### config.mk
export PLATFORM = sky130hd
export DESIGN_NAME = mem_ctrl
export DESIGN_NICKNAME = d
export VERILOG_FILES = /design/src/rtl/cpu_pkg.sv /design/src/rtl/mem_wait_cnt.sv /design/src/rtl/mem_ctrl.sv
export SDC_FILE = /design/constraint.sdc
export NUM_CORES = 1
export LEC_CHECK = 0
export CAP_MARGIN = 5
export CORE_AREA = 2 2 90 135
export DETAILED_ROUTE_END_ITERATION = 12
export DIE_AREA = 0 0 92 137
export PLACE_DENSITY = 0.77
export SLEW_MARGIN = 20
export SYNTH_ARGS = -nofsm -noshare
export SYNTH_HDL_FRONTEND = slang
export SYNTH_SLANG_ARGS = --single-unit
### constraint.sdc
create_clock -name Clock -period 1.6 [get_ports Clock]
set_clock_uncertainty 0.15 [all_clocks]
set_input_delay 0.48 -clock Clock [delete_from_list [all_inputs] [get_ports Clock]]
set_output_delay 0.48 -clock Clock [all_outputs]
set_load 0.005 [all_outputs]
### src/rtl/cpu_pkg.sv
// Shared CPU definitions: memory-controller state encoding and default bus/wait sizes.
package cpu_pkg;

  localparam int ADDR_W_DEF      = 9;
  localparam int DATA_W_DEF      = 32;
  localparam int WAIT_CYCLES_DEF = 2;

  typedef enum logic [2:0] {
    IDLE,
    RD_ISSUE,
    RD_WAIT,
    RD_CAP,
    WR_ISSUE,
    WR_WAIT,
    DONE
  } state_t;

endpackage

### src/rtl/mem_wait_cnt.sv
// Wait-state down-counter: loaded when an access leaves its issue state; last is high on the final wait cycle.
module mem_wait_cnt #(
  parameter int CNT_W = 1
) (
  input  logic             clk,
  input  logic             rst_n,
  input  logic             load,
  input  logic [CNT_W-1:0] value,
  output logic             last
);

  logic [CNT_W-1:0] cnt;

  always_ff @(posedge clk or negedge rst_n) begin
    if (!rst_n) begin
      cnt <= '0;
    end else if (load) begin
      cnt <= value;
    end else if (cnt != '0) begin
      cnt <= cnt - CNT_W'(1);
    end
  end

  assign last = (cnt == '0);

endmodule

### src/rtl/mem_ctrl.sv
// Memory controller between the CPU datapath (MAR/MDR) and a synchronous 1-cycle-latency RAM.
// Optional wait states are enabled by defining MEM_WAIT_EN.
module mem_ctrl
  import cpu_pkg::*;
#(
  parameter int ADDR_W      = ADDR_W_DEF,
  parameter int DATA_W      = DATA_W_DEF,
  parameter int WAIT_CYCLES = WAIT_CYCLES_DEF
) (
  input  logic              Clock,
  input  logic              Reset,
  input  logic [DATA_W-1:0] BusMuxOut,
  input  logic              MARin,
  input  logic              MDRin,
  input  logic              Read,
  input  logic              Write,
  output logic [DATA_W-1:0] MDRdata,
  output logic              Busy,
  output logic              Done,
  output logic              Err,
  output logic [ADDR_W-1:0] ram_addr,
  output logic [DATA_W-1:0] ram_wdata,
  output logic              ram_we,
  output logic              ram_re,
  input  logic [DATA_W-1:0] ram_rdata,
  output state_t            dbg_state
);

  // Request protocol: a rising edge on Read or Write while Busy=0 starts exactly one
  // access; Done pulses for one cycle when it completes. Edges seen while Busy=1 are dropped.

`ifdef MEM_WAIT_EN
  localparam int WAITS = WAIT_CYCLES;
`else
  localparam int WAITS = WAIT_CYCLES * 0;
`endif
  localparam int CNT_W = (WAITS > 1) ? $clog2(WAITS) : 1;

  state_t            state;
  state_t            nxt;
  logic [ADDR_W-1:0] mar;
  logic [DATA_W-1:0] mdr;
  logic              read_q;
  logic              write_q;
  logic              armed;
  logic              req_rd;
  logic              req_wr;

  // armed stays low for the first edge after reset so a level held across release is not an edge.
  assign req_rd = armed & Read & ~read_q;
  assign req_wr = armed & Write & ~write_q;

`ifdef MEM_WAIT_EN
  logic wait_last;
  logic wait_load;

  assign wait_load = (state == RD_ISSUE) || (state == WR_ISSUE);

  mem_wait_cnt #(
    .CNT_W(CNT_W)
  ) u_wait_cnt (
    .clk  (Clock),
    .rst_n(Reset),
    .load (wait_load),
    .value(CNT_W'((WAITS > 0) ? WAITS - 1 : 0)),
    .last (wait_last)
  );
`endif

  always_comb begin
    nxt = state;
    case (state)
      IDLE: begin
        if (req_rd && !req_wr) begin
          nxt = RD_ISSUE;
        end else if (req_wr && !req_rd) begin
          nxt = WR_ISSUE;
        end
      end
      RD_ISSUE: nxt = (WAITS > 0) ? RD_WAIT : RD_CAP;
      RD_CAP:   nxt = DONE;
      WR_ISSUE: nxt = (WAITS > 0) ? WR_WAIT : DONE;
`ifdef MEM_WAIT_EN
      RD_WAIT:  if (wait_last) nxt = RD_CAP;
      WR_WAIT:  if (wait_last) nxt = DONE;
`endif
      DONE:     nxt = IDLE;
      default:  nxt = IDLE;
    endcase
  end

  always_ff @(posedge Clock or negedge Reset) begin
    if (!Reset) begin
      state     <= IDLE;
      mar       <= '0;
      mdr       <= '0;
      read_q    <= 1'b0;
      write_q   <= 1'b0;
      armed     <= 1'b0;
      Busy      <= 1'b0;
      Done      <= 1'b0;
      Err       <= 1'b0;
      ram_re    <= 1'b0;
      ram_we    <= 1'b0;
      ram_addr  <= '0;
      ram_wdata <= '0;
    end else begin
      state   <= nxt;
      read_q  <= Read;
      write_q <= Write;
      armed   <= 1'b1;
      Busy    <= (nxt != IDLE);
      Done    <= (nxt == DONE);
      Err     <= (state == IDLE) && req_rd && req_wr;
      ram_re  <= (nxt == RD_ISSUE) || (nxt == RD_WAIT);
      ram_we  <= (nxt == WR_ISSUE) || (nxt == WR_WAIT);
      // Address/data are latched once at access start, so a same-edge MARin/MDRin cannot leak in.
      if (state == IDLE && nxt != IDLE) begin
        ram_addr  <= mar;
        ram_wdata <= mdr;
      end
      if (state == RD_CAP) begin
        mdr <= ram_rdata;
      end else if (!Busy && MDRin) begin
        mdr <= BusMuxOut;
      end
      if (!Busy && MARin) begin
        mar <= BusMuxOut[ADDR_W-1:0];
      end
    end
  end

  assign MDRdata   = mdr;
  assign dbg_state = state;

endmodule

==> results.json, run 1 <==
{
  "outcome": "complete, but fails checks",
  "violations": "setup timing",
  "num_rows": 48,
  "p_leak_nw": 3.27,
  "die_x_microns": 92,
  "initial_core_util_pct": 34.2,
  "p_sw_mw": 3.54,
  "cts-root-buf": "clkbuf_16",
  "timing.rr.start": "dbg_state[1]",
  "synth_ff_type": "dfrtp_1",
  "endpoint_kind": "register",
  "r2r_end": "ram_wdata[16]",
  "drc": 0,
  "worstPathRequired_ns": 1.67,
  "swShare_pct": 29.2,
  "ff2ff_path_depth": 6,
  "synth_area_sq_mm": 0.00391,
  "dr.pass1.iters": 4,
  "place_inst": 581,
  "io_pins": 151,
  "synthCells": 279,
  "fin_crit_sh_pct": 111,
  "p_comb_share_pct": 48.0,
  "h-tree-depth": 3,
  "clkPwrFrac_pct": 18.3,
  "syn-num-nets": 349,
  "ys_seq_area_share_pct": 59.6,
  "clk_pin_slew_worst_paths_ns": 0.06,
  "antenna_cells": 0,
  "synth_common_cells": "dfrtp_1 (93), mux2_4 (40), nand2_1 (34), o21ai_0 (33), mux2i_1 (32)",
  "setup_viol": 41,
  "vias": 3152,
  "core-area_sq_mm": 0.0114,
  "ys_warn_count": 0,
  "grt_pass1_wl_microns": 17100,
  "p_int_mw": 8.59,
  "grt.total_usage_pct": 17.6,
  "layout_setup_ws_ns": -0.175,
  "startpoint_type": "register",
  "synthTopCellsByArea": "dfrtp_1 (60%), mux2_4 (15%), mux2i_1 (8.2%), o21ai_0 (4.2%), nand2_1 (3.3%)",
  "drive_gt1_share_pct": 40.6,
  "grt_pass1_vias": 3392,
  "utilization_pct": 58.9,
  "maxCapViolations": 0,
  "grt_max_degree": 53,
  "final_max_slew_viol_count": 0,
  "r2r_slack_ns": -0.17,
  "clock-sinks": 93,
  "p_seq_share_pct": 33.7,
  "final_nets": 592,
  "drt-initial-drc-count": 74,
  "fp.dieH_microns": 137,
  "synth_edf_count": 0,
  "cts_buffer_depth": 2,
  "async_reset_ff_share_pct": 100,
  "cts_buffers": 9,
  "hold_viol_final": 0,
  "place_congestion": 0.812,
  "critical_path_class": "register to register",
  "yosys.cell_count.top_type": "dfrtp_1",
  "clk_latency_ns": 0.34,
  "ant_nets": 0,
  "tritoncts": "done",
  "syn_avg_cell_area_sq_um": 14.0,
  "cellPowerDensity_mw_per_mm2": 1800,
  "antenna_found_initial": 0,
  "yosys.area.top_type": "dfrtp_1",
  "hp-class": "input port to register",
  "rsz0062_at_grt": "true",
  "wire_per_inst_microns": 17.3,
  "stdcell_count": 677,
  "die-area_sq_mm": 0.0126,
  "critPathArrivalTime_ns": 1.84,
  "ys_seq_elements": 93,
  "fin_crit_ns": 1.77,
  "cp_max_fo": 6,
  "grt_overflow": 0,
  "cp-startpoint": "dbg_state[1]",
  "fmax_ghz": 0.563,
  "synth_top_area_share_pct": 59.6,
  "area_growth_pct": 72.1,
  "io_buffers": 150,
  "vdd_drop_max_uv": 1100,
  "crit_end": "ram_wdata[16]",
  "viasPerCell": 4.66,
  "yosysUniqueCellTypes": 27,
  "place_hpwl_microns": 7240,
  "wirelength_microns": 11700
}
## registers in the layout (all words and copies together) (netlist names), 3 cells and up
register	flops
dbg_state	3
ram_addr	9
MDRdata	32
ram_wdata	32
mar	9
## cell type report
| cell class | instances | area, sq um |
|---|---|---|
| Clock inverter | 5 | 75.1 |
| Tap cell | 150 | 188 |
| Inverter | 1 | 6.26 |
| Fill cell | 921 | 4690 |
| Sequential cell | 93 | 2330 |
| Timing Repair Buffer | 247 | 2340 |
| Multi-Input combinational cell | 170 | 1550 |
| Clock buffer | 11 | 233 |
## logic make-up after synthesis
group,after synthesis,share of synthesized area (%)
DFF,93,59.6
muxes,82,26.5
and+or+nand+nor,49,5.99
AOI/OAI and AO/OA,37,4.93
buffers and inverters,16,2.53
xor gates and xnor gates,1,0.417
other,1,0.0960
## critical path, stage by stage, from the launching register on
cell and delay [ns]:
dfrtp_1 0.40, buf_6 0.13, nor3_4 0.23, nand3_4 0.11, buf_12 0.17, clkbuf_16 0.16, mux2_4 0.29
## timing repair
| action | CTS | global route |
|---|---|---|
| endpoints found under the setup margin | 123 | 101 |
| cloned | 4 | 5 |
| buffers inserted | 51 | 21 |
| endpoints found under the hold margin | 2 | 0 |
| pin swaps | 3 | 3 |
| gates resized for setup | 174 | 71 |
| hold buffers | 1 | 0 |
## worst min path at each step
stage                     slack, ns  startpoint  depth (start not counted)    endpoint
after floorplan                0.03       Reset                          0        Busy
after global placement         0.14       Reset                          1  MDRdata[7]
after detailed placement       0.14       Reset                          1  MDRdata[7]
after CTS                      0.24        Read                          1      read_q
after global routing           0.24        Read                          1      read_q
final                          0.24        Read                          1      read_q
## through the flow
step	setup TNS, ns	hold WS, ns	total power [mW]	worst slack, ns	cell area (sq um)
final	-5.10	0.244	12.1	-0.175	6720
after global routing	-7.08	0.238	12.8	-0.209	6720
after CTS	-4.73	0.237	11.9	-0.135	6600
after detailed placement	-37.07	0.144	9.01	-0.676	5750
after global placement	-33.99	0.145	8.84	-0.644	5750
after floorplan	-3.11	0.0344	6.07	-0.0818	3930
## cells in the final DEF (no fill, tap or decap), types with 2 or more instances in the layout
master	instances
nand2b_4	2
clkbuf_16	13
dlygate4sd2_1	2
o21ai_0	16
mux2i_1	31
mux2_4	40
nand2_2	5
buf_6	5
clkbuf_2	31
buf_8	2
dfrtp_1	92
clkinv_2	3
o21ai_1	16
nand2_1	29
buf_16	3
buf_12	9
buf_2	2
clkdlybuf4s50_1	66
clkbuf_1	2
buf_4	74
bufinv_16	2
clkdlybuf4s15_1	47
mux2_2	10
nor2_1	3
## routing by layer
metal  up-vias  GRT usage, %  wire [microns]
li1       1452             -               -
met1      1580          19.7            4320
met2        97          31.9            6560
met3        23          3.96             503
met4         0          7.55             303
met5         -             0               0
## power groups by stage
stage / sequential [mW] / combinational, mW / clock (mW)
after detailed placement: 4.24 / 4.77 / 0
after global placement: 4.21 / 4.63 / 0
after CTS: 4.07 / 5.50 / 2.28
after floorplan: 4.21 / 1.86 / 0
after global routing: 4.21 / 6.22 / 2.39
final: 4.08 / 5.82 / 2.22
(Power assumes the default switching activity.)
==> run 2, diff against run 1 <==
--- a/config.mk
+++ b/config.mk
@@ -13,4 +13,5 @@
 export SLEW_MARGIN = 20
 export SYNTH_ARGS = -nofsm -noshare
 export SYNTH_HDL_FRONTEND = slang
+export SYNTH_HIERARCHICAL = 1
 export SYNTH_SLANG_ARGS = --single-unit
==> results of run 2 <==
Same layout as run 1: the final DEF is identical, and so are final timing and power.
Main changes from that run: Yosys warning count 0 -> 6
==> run 3, diff against run 2 <==
--- a/config.mk
+++ b/config.mk
@@ -6,10 +6,10 @@
 export NUM_CORES = 1
 export LEC_CHECK = 0
 export CAP_MARGIN = 5
-export CORE_AREA = 2 2 90 135
+export CORE_AREA = 2 2 84 127
 export DETAILED_ROUTE_END_ITERATION = 12
-export DIE_AREA = 0 0 92 137
-export PLACE_DENSITY = 0.77
+export DIE_AREA = 0 0 86 129
+export PLACE_DENSITY = 0.86
 export SLEW_MARGIN = 20
 export SYNTH_ARGS = -nofsm -noshare
 export SYNTH_HDL_FRONTEND = slang
==> results.json, run 3 <==
{
  "cts-root-buf": "clkbuf_16",
  "synth_edf_count": 0,
  "yosys.cell_count.top_type": "dfrtp_1",
  "min_from": "Read",
  "hp-class": "input port to register",
  "clock-sinks": 93,
  "grt_overflow": 0,
  "grtUsageMet2_pct": 35.4,
  "place_inst": 551,
  "antenna_found_initial": 0,
  "final_nets": 585,
  "hold_viol_final": 0,
  "ys_seq_elements": 93,
  "startpoint_type": "register",
  "place_ws_ns": -0.670,
  "power_mw": 11.8,
  "maxCapViolations": 0,
  "wire_per_inst_microns": 17.6,
  "vias": 3082,
  "outcome": "complete, but fails checks",
  "grtUsageMet1_pct": 23.8,
  "fp.dieH_microns": 129,
  "grt.total_usage_pct": 20.3,
  "async_reset_ff_share_pct": 100,
  "tns_ns": -5.81,
  "drt-initial-drc-count": 83,
  "ys_warn_count": 6,
  "drive_gt1_share_pct": 35.0,
  "num_rows": 45,
  "syn-num-nets": 349,
  "setup_viol": 47,
  "die_x_microns": 86,
  "critical_path_class": "register to register",
  "tritoncts": "done",
  "clk_latency_ns": 0.34,
  "final_max_slew_viol_count": 0,
  "grt_use_met3_pct": 3.34,
  "cp_max_fo": 6,
  "io_buffers": 150,
  "antenna_cells": 0,
  "yosysUniqueCellTypes": 27,
  "core-area_sq_mm": 0.00997,
  "synth_top_area_share_pct": 59.6,
  "holdWs_ns": 0.259,
  "final_area_sq_mm": 0.00665,
  "layout_common_cells": "dfrtp_1 (93), buf_4 (68), clkdlybuf4s50_1 (66)",
  "grt_max_degree": 38,
  "yosys.area.top_type": "dfrtp_1",
  "fmax_ghz": 0.569,
  "cts_buffer_depth": 2,
  "p_leak_nw": 3.22,
  "place_congestion": 0.790,
  "worstPathRequired_ns": 1.66,
  "violations": "setup timing",
  "critPathArrivalTime_ns": 1.82,
  "r2r_slack_ns": -0.16,
  "synthTopCellsByArea": "dfrtp_1 (60%), mux2_4 (15%), mux2i_1 (8.2%), o21ai_0 (4.2%), nand2_1 (3.3%)",
  "die-area_sq_mm": 0.0111,
  "rsz0062_at_grt": "true",
  "synth_ff_type": "dfrtp_1",
  "fin_crit_ns": 1.76,
  "utilization_pct": 66.7,
  "wirelength_microns": 11200,
  "vdd_drop_max_uv": 841,
  "place_hpwl_microns": 7010,
  "clk_pin_slew_worst_paths_ns": 0.06,
  "grt_pass1_vias": 3410,
  "fin_crit_sh_pct": 110,
  "grt_busiest_layer": "met2",
  "io_pins": 151,
  "cp-startpoint": "dbg_state[2]",
  "layout_setup_ws_ns": -0.159,
  "cellPowerDensity_mw_per_mm2": 1770,
  "drc": 0,
  "cts_buffers": 9,
  "grt_pass1_wl_microns": 17200,
  "h-tree-depth": 3,
  "syn_avg_cell_area_sq_um": 14.0,
  "synth_common_cells": "dfrtp_1 (93), mux2_4 (40), nand2_1 (34), o21ai_0 (33), mux2i_1 (32)",
  "ys_seq_area_share_pct": 59.6,
  "synth_area_sq_mm": 0.00391,
  "viasPerCell": 4.84,
  "layout_commonest_cell": "dfrtp_1",
  "synthCells": 279,
  "post_dp_cell_area_sq_mm": 0.00575,
  "ant_nets": 0,
  "initial_core_util_pct": 39.2,
  "stdcell_count": 637,
  "endpoint_kind": "register",
  "area_growth_pct": 70.2,
  "dr.pass1.iters": 4,
  "timing.rr.start": "dbg_state[2]"
}
[run 3: cell count changes in the layout (fill, tap and decap cells not counted), moves of 2 or more]
cell / delta
nand2_1: +5
clkdlybuf4s15_1: +13
buf_12: +3
buf_8: -2
buf_4: -6
nand2_2: -5
o21ai_0: +12
o21ai_1: -11
clkbuf_2: -16
[run 3: what timing repair did]
action / 4_1_cts / 5_1_grt
resized for setup: 178 / 31
hold endpoints to repair: 19 / 0
setup endpoints to repair: 122 / 79
pin swaps: 3 / 2
hold buffers: 1 / 0
cloned: 4 / 3
setup buffers: 53 / 10
[run 3: cell type report]
type	count	area [sq um]
well taps	117	146
fillers	700	3320
multi-input cells	170	1510
clock buffers	12	236
clock inverters	4	48.8
flip-flops and latches	93	2330
repair buffers	240	2370
inverters	1	3.75
[run 3: final timing paths]
path,to,depth (start not counted)
max,ram_wdata[31],6
min,read_q,1
max reg2reg,ram_wdata[31],6
min reg2reg,ram_wdata[13],1
max in group asynchronous,dbg_state[1],3
min in group asynchronous,MDRdata[22],2
[run 3: metal layers]
metal	routed length, microns	share of wire, %
met5	0	0
met4	298	2.7
met3	481	4.3
met2	6090	54
met1	4340	39
[run 3: critical path, cell delays in order (launching register included)]
cell       delay (ns)
dfrtp_1          0.40
buf_6            0.14
nor3_4           0.23
nand3_4          0.11
buf_12           0.17
clkbuf_16        0.16
mux2_4           0.29
[run 3: where the power goes]
group / switching [mW] / internal, mW
Clock: 0.848 / 1.21
Combinational: 1.93 / 3.71
Sequential: 0.640 / 3.46
[run 3: cells by family (layout without fill, tap and decap cells)]
logic type	after synthesis	count (layout)	share of synthesized area (%)
mux	82	82	26.5
compound gates	37	37	4.93
xor+xnor	1	1	0.417
flops	93	93	59.6
other cells	1	1	0.0960
buf+inv	16	257	2.53
simple gates	49	49	5.99
